## src/rtl/issue_queue.sv

```systemverilog
// Issue queue: compacting, age-ordered buffer between rename and execute.
// Tracks physical source readiness and issues the oldest ready uop.
package iq_pkg;

  typedef struct packed {
    logic [7:0] rs1;
    logic       rs1_valid;
    logic [7:0] rs2;
    logic       rs2_valid;
    logic [7:0] rd;
    logic       rd_valid;
  } uop_ic_t;

  typedef struct packed {
    logic [31:0] pc;
    logic [31:0] inst;
    uop_ic_t     uop_ic;
  } uop_t;

endpackage

module issue_queue
  import iq_pkg::*;
#(
  parameter int DEPTH        = 8,
  parameter int PHY_RF_DEPTH = 128,
  localparam int PRW = $clog2(PHY_RF_DEPTH),
  localparam int CW  = $clog2(DEPTH) + 1
) (
  input  logic           clk,
  input  logic           rst,
  input  logic           flush,
  input  uop_t           uop_in,
  input  logic           uop_in_valid,
  output logic           uop_in_ready,
  output logic [PRW-1:0] busy_table_rd_addr1,
  output logic [PRW-1:0] busy_table_rd_addr2,
  input  logic           busy_table_rd_data1,
  input  logic           busy_table_rd_data2,
  input  logic           wb_valid,
  input  logic [PRW-1:0] wb_tag,
  output uop_t           uop_out,
  output logic           uop_out_valid,
  input  logic           uop_out_ready,
  output logic [CW-1:0]  count
);

  localparam int IW = $clog2(DEPTH);

  uop_t           ent_q [DEPTH];
  uop_t           ent_d [DEPTH];
  logic [DEPTH-1:0] vld_q, vld_d;
  logic [DEPTH-1:0] r1_q, r1_d;
  logic [DEPTH-1:0] r2_q, r2_d;
  logic [CW-1:0]  cnt_q, cnt_d;

  logic           sel_hit;
  logic [IW-1:0]  sel_idx;
  logic           enq;
  logic           iss;
  logic [CW-1:0]  tail;
  logic [PRW-1:0] in_t1;
  logic [PRW-1:0] in_t2;
  logic           in_r1;
  logic           in_r2;

  assign in_t1 = uop_in.uop_ic.rs1[PRW-1:0];
  assign in_t2 = uop_in.uop_ic.rs2[PRW-1:0];

  assign busy_table_rd_addr1 = in_t1;
  assign busy_table_rd_addr2 = in_t2;

  // Same-cycle writeback must bypass the stale busy-table read.
  assign in_r1 = !uop_in.uop_ic.rs1_valid
              || (in_t1 == '0)
              || !busy_table_rd_data1
              || (wb_valid && (wb_tag == in_t1));

  assign in_r2 = !uop_in.uop_ic.rs2_valid
              || (in_t2 == '0)
              || !busy_table_rd_data2
              || (wb_valid && (wb_tag == in_t2));

  assign count        = cnt_q;
  assign uop_in_ready = (cnt_q != CW'(DEPTH));
  assign enq          = uop_in_valid && uop_in_ready;
  assign iss          = sel_hit && uop_out_ready;
  assign tail         = cnt_q - CW'(iss);

  // Oldest-first select over registered ready bits.
  always_comb begin
    sel_hit = 1'b0;
    sel_idx = '0;
    for (int i = DEPTH - 1; i >= 0; i--) begin
      if (vld_q[i] && r1_q[i] && r2_q[i]) begin
        sel_hit = 1'b1;
        sel_idx = IW'(i);
      end
    end
  end

  assign uop_out_valid = sel_hit;
  assign uop_out       = sel_hit ? ent_q[sel_idx] : '0;

  // Next state: compact on issue, wake up shifted entries, then append.
  always_comb begin
    ent_d = ent_q;
    vld_d = vld_q;
    r1_d  = r1_q;
    r2_d  = r2_q;
    cnt_d = cnt_q + CW'(enq) - CW'(iss);

    if (iss) begin
      for (int j = 0; j < DEPTH - 1; j++) begin
        if (j >= int'(sel_idx)) begin
          ent_d[j] = ent_q[j+1];
          vld_d[j] = vld_q[j+1];
          r1_d[j]  = r1_q[j+1];
          r2_d[j]  = r2_q[j+1];
        end
      end
      vld_d[DEPTH-1] = 1'b0;
      r1_d[DEPTH-1]  = 1'b0;
      r2_d[DEPTH-1]  = 1'b0;
    end

    if (wb_valid) begin
      for (int j = 0; j < DEPTH; j++) begin
        if (vld_d[j]) begin
          if (ent_d[j].uop_ic.rs1[PRW-1:0] == wb_tag) r1_d[j] = 1'b1;
          if (ent_d[j].uop_ic.rs2[PRW-1:0] == wb_tag) r2_d[j] = 1'b1;
        end
      end
    end

    if (enq) begin
      for (int j = 0; j < DEPTH; j++) begin
        if (int'(tail) == j) begin
          ent_d[j] = uop_in;
          vld_d[j] = 1'b1;
          r1_d[j]  = in_r1;
          r2_d[j]  = in_r2;
        end
      end
    end
  end

  // Control state: reset and flush empty the queue.
  always_ff @(posedge clk) begin
    if (!rst || flush) begin
      vld_q <= '0;
      r1_q  <= '0;
      r2_q  <= '0;
      cnt_q <= '0;
    end else begin
      vld_q <= vld_d;
      r1_q  <= r1_d;
      r2_q  <= r2_d;
      cnt_q <= cnt_d;
    end
  end

  // Payload storage; contents are don't-care while the valid bit is low.
  always_ff @(posedge clk) begin
    for (int j = 0; j < DEPTH; j++) begin
      ent_q[j] <= ent_d[j];
    end
  end

endmodule

```

## config.mk

```make
export PLATFORM = sky130hd
export DESIGN_NAME = issue_queue
export DESIGN_NICKNAME = d
export VERILOG_FILES = /design/src/rtl/issue_queue.sv
export SDC_FILE = /design/constraint.sdc
export NUM_CORES = 2
export LEC_CHECK = 0
export CORE_ASPECT_RATIO = 1.1
export CORE_MARGIN = 4
export CORE_UTILIZATION = 61
export CTS_CLUSTER_DIAMETER = 80
export DETAILED_ROUTE_END_ITERATION = 7
export PLACE_DENSITY_LB_ADDON = 0.2
export SLEW_MARGIN = 15
export SYNTH_ARGS = -nofsm -noshare
export SYNTH_HDL_FRONTEND = slang
export SYNTH_SLANG_ARGS = --single-unit
export TNS_END_PERCENT = 5
```

## constraint.sdc

```tcl
create_clock -name clk -period 26.3 [get_ports clk]
set_clock_uncertainty 0.15 [all_clocks]
set_input_delay 5.26 -clock clk [delete_from_list [all_inputs] [get_ports clk]]
set_output_delay 5.26 -clock clk [all_outputs]
set_load 0.01 [all_outputs]
```

==> results.py <==
metrics = {
    "critical_path": {
        "critPathMaxFanout": 11,
        "cp.required_ns": 20.89,
        "cpPeakStageDelay_ns": 0.80,
        "crit_chain": "clkdlybuf4s50_1 > clkdlybuf4s50_1",
        "worstPathArrival_ns": 6.70,
        "rrSetupSlack_ns": 20.03,
        "worstSetupStartpointType": "input port",
        "cpMaxStageDelayCell": "clkdlybuf4s50_1",
        "cp.depth": 2,
        "worstReg2RegStart": "vld_q[0]",
        "critPathCapture": "busy_table_rd_addr1[4]",
        "path_common_cell": "clkdlybuf4s50_1",
        "crit_type": "input port to output pin",
        "reg2reg_depth": 15,
        "r2r_end": "r1_q[4]",
        "cp-startpoint": "uop_in[23]",
        "critical_path_buf_inv_count": 2,
        "crit_family": "buffers and inverters",
        "cp-end-kind": "output pin",
    },
    "die": {
        "num_rows": 95,
        "ioPinCount": 217,
        "fp.coreArea_sq_um": 61600,
        "start_util": 0.620,
        "dieArea_sq_um": 66600,
        "dieWidth_um": 247,
        "fp.dieH_um": 270,
    },
    "sta": {
        "layout_worst_path_cycle_share": 0.460,
        "setup_tns_ns": 0,
        "rsz0062_at_grt": "false",
        "holdWs_ns": 0.327,
        "setup_ws_ns": 14.19,
        "clock.fmax_mhz": 82.6,
        "slew_viol_final": 0,
        "hold_viol_final": 0,
        "worst_pin_slew_ns": 1.16,
        "finalSetupViolCount": 0,
        "period_minus_slack_ns": 12.11,
        "slew_headroom": 0.225,
    },
    "synthesis": {
        "synth_seq_area_share": 0.420,
        "synth_area_sq_um": 38200,
        "synth_compound_area_frac": 0.147,
        "synthArstFlopShare": 0,
        "yosysWarnings": 0,
        "yosys_register_bits": 756,
        "syn_nets": 4623,
        "synth_top_family_by_area": "simple AND/OR/NAND/NOR gates",
        "avgSynthCellArea_sq_um": 8.47,
        "synthXorXnorAreaFrac": 0.0255,
        "netlist_instances": 4508,
        "synth_simple_gate_area_frac": 0.187,
        "synth_ff_type": "dfxtp_1",
        "synth.area.mux_share": 0.168,
        "synth_adder_area_share": 0.00315,
        "synth_edf_count": 91,
        "yosysUniqueCellTypes": 70,
    },
    "clocking": {
        "clk_path_buf_depth": 3,
        "cts_resized": 0,
        "clk_pin_slew_ns": 0.06,
        "hold_buffers": 0,
        "h-tree-depth": 3,
        "clkLatencyLatePin_ns": 0.63,
        "cts_made_buffers": 78,
        "cts_setup_buffers": 0,
        "root_buffer": "clkbuf_16",
        "clock_sinks": 756,
        "cts_tree": "done",
    },
    "placement": {
        "place_ws_ns": 14.22,
        "place.gp.congestion": 0.926,
        "place_area_sq_um": 40100,
        "io_buffers": 216,
        "dp_hpwl_um": 67500,
    },
    "hold_path": {
        "min_path_type": "flip-flop to flip-flop",
    },
    "global_routing": {
        "grt_pass1_wl_um": 186000,
        "antenna_found_initial": 5,
        "grt_pass1_vias": 33092,
        "grt_max_degree": 183,
        "globalRouteOverflowTotal": 0,
        "grt_use_total": 0.350,
    },
    "power": {
        "p_leak_nw": 19.0,
        "p_int_w": 0.00226,
        "pwr-share-seq": 0.485,
        "vdd_drop_max_v": 0.0000605,
        "pwr-share-comb": 0.139,
        "powerDensity_nw_per_um2": 71.7,
        "switching_power_w": 0.000815,
        "switching_share": 0.265,
        "power_frac_clock": 0.376,
    },
    "final_layout": {
        "area_growth_pct": 12.2,
        "layout-drive-gt1-share": 0.0643,
        "layout_common_cells": "nand2_1 (913), dfxtp_1 (665), nor2_1 (586)",
        "fin_nets": 4578,
        "final_common_cell": "nand2_1",
        "final_core_util": 0.695,
        "fin_area_sq_um": 42800,
    },
    "drt": {
        "via_per_inst": 6.37,
        "wire_per_inst_um": 22.4,
        "first_pass_iters": 6,
        "drt-total-wl_um": 120000,
        "drc": 0,
        "routed-via-count": 34081,
        "final_antenna_net_count": 0,
        "drtIter0Drc": 3434,
    },
    "run_status": {
        "status": "finished, final reports clean",
    },
    "run": {
        "drv_cap": 0,
    },
}
-- sequential cells by signal, summed over array words and instances, names as in the netlist --
register,flops
r1_q,8
ent_q,728
r2_q,8
count,4
vld_q,8
-- layer usage --
metal	vias to the layer above	track usage	routed length, um	share of wire
met2	1784	0.573	55600	0.46
met1	16206	0.441	47000	0.39
met4	2	0.180	6280	0.052
met5	-	0	13	0.00011
met3	414	0.0627	11300	0.094
li1	15675	-	-	-
-- worst min path at each step --
stage / start / endpoint / slack (ns) / cells after the start
floorplan: ent_q[96] / ent_q[187] / 0.31 / 2
global placement: ent_q[96] / ent_q[187] / 0.32 / 2
detailed placement: ent_q[98] / ent_q[189] / 0.32 / 2
CTS: ent_q[158] / ent_q[249] / 0.33 / 2
global route: ent_q[158] / ent_q[249] / 0.35 / 2
finish: ent_q[158] / ent_q[249] / 0.33 / 2
-- logic make-up (layout without fill, tap and decap cells) --
group,Yosys count,in the layout
other,0,6
flip-flops,756,756
AND/OR/NAND/NOR,1759,1759
adder cells (fa/ha/maj),9,9
AO/OA/AOI/OAI,915,915
XOR/XNOR,111,111
multiplexers,542,542
buffers and inverters,416,431
-- area by class of cell --
cell class	instances	area (sq um)
inverters	18	67.6
clock inverters	15	233
diodes	6	15.0
multi-input cells	3336	20400
flip-flops and latches	756	16000
well taps	824	1030
clock buffers	125	2420
repair buffers	273	2630
fillers	5001	18800
-- through the flow --
stage | cells | total power [W]
final | 5353 | 0.00307
after global routing | 5349 | 0.00321
after CTS | 5346 | 0.00307
after detailed placement | 5206 | 0.00193
after global placement | 5206 | 0.00191
after floorplan | 4508 | 0.00180
-- worst reg2reg max path, delay by kind of cell (launching register included) --
kind,cells,cell delay (ns)
AO/OA/AOI/OAI,3,1.00
adder cells (fa/ha/maj),1,0.22
buffers and inverters,3,1.79
flip-flops,1,0.32
AND/OR/NAND/NOR,8,2.69
-- cells in the mapped netlist (4+ instances only) --
cell | number | area [sq um]
nor3_1 | 10 | 50.1
buf_4 | 54 | 405
or2_2 | 8 | 50.1
mux4_2 | 78 | 1760
a21oi_1 | 394 | 1970
buf_1 | 29 | 109
nand4_1 | 16 | 100
a211oi_1 | 4 | 30.0
a31oi_1 | 245 | 1530
dfxtp_1 | 665 | 13300
o21ai_1 | 4 | 20.0
a311oi_1 | 4 | 35.0
inv_1 | 17 | 63.8
buf_6 | 7 | 78.8
xnor2_1 | 96 | 841
and3_1 | 60 | 375
nand2b_1 | 7 | 43.8
nand2_1 | 915 | 3430
xor2_1 | 15 | 131
nor2_1 | 589 | 2210
o211ai_1 | 5 | 37.5
mux2i_1 | 462 | 4620
o21ai_0 | 119 | 596
a22o_1 | 40 | 350
ha_1 | 8 | 100
clkbuf_1 | 231 | 867
nand3_1 | 120 | 601
edfxtp_1 | 91 | 2730
or3_1 | 5 | 31.3
buf_2 | 75 | 375
o221ai_1 | 7 | 61.3
o2111a_1 | 52 | 586
nor4_1 | 15 | 93.8
-- power by group through the flow --
stage / clock network [W] / registers [W] / logic [W]
after global routing: 0.00122 / 0.00151 / 0.000477
after detailed placement: 0 / 0.00151 / 0.000420
after global placement: 0 / 0.00150 / 0.000404
after CTS: 0.00116 / 0.00149 / 0.000423
final: 0.00115 / 0.00149 / 0.000427
after floorplan: 0 / 0.00147 / 0.000331
(Power assumes the default switching activity.)
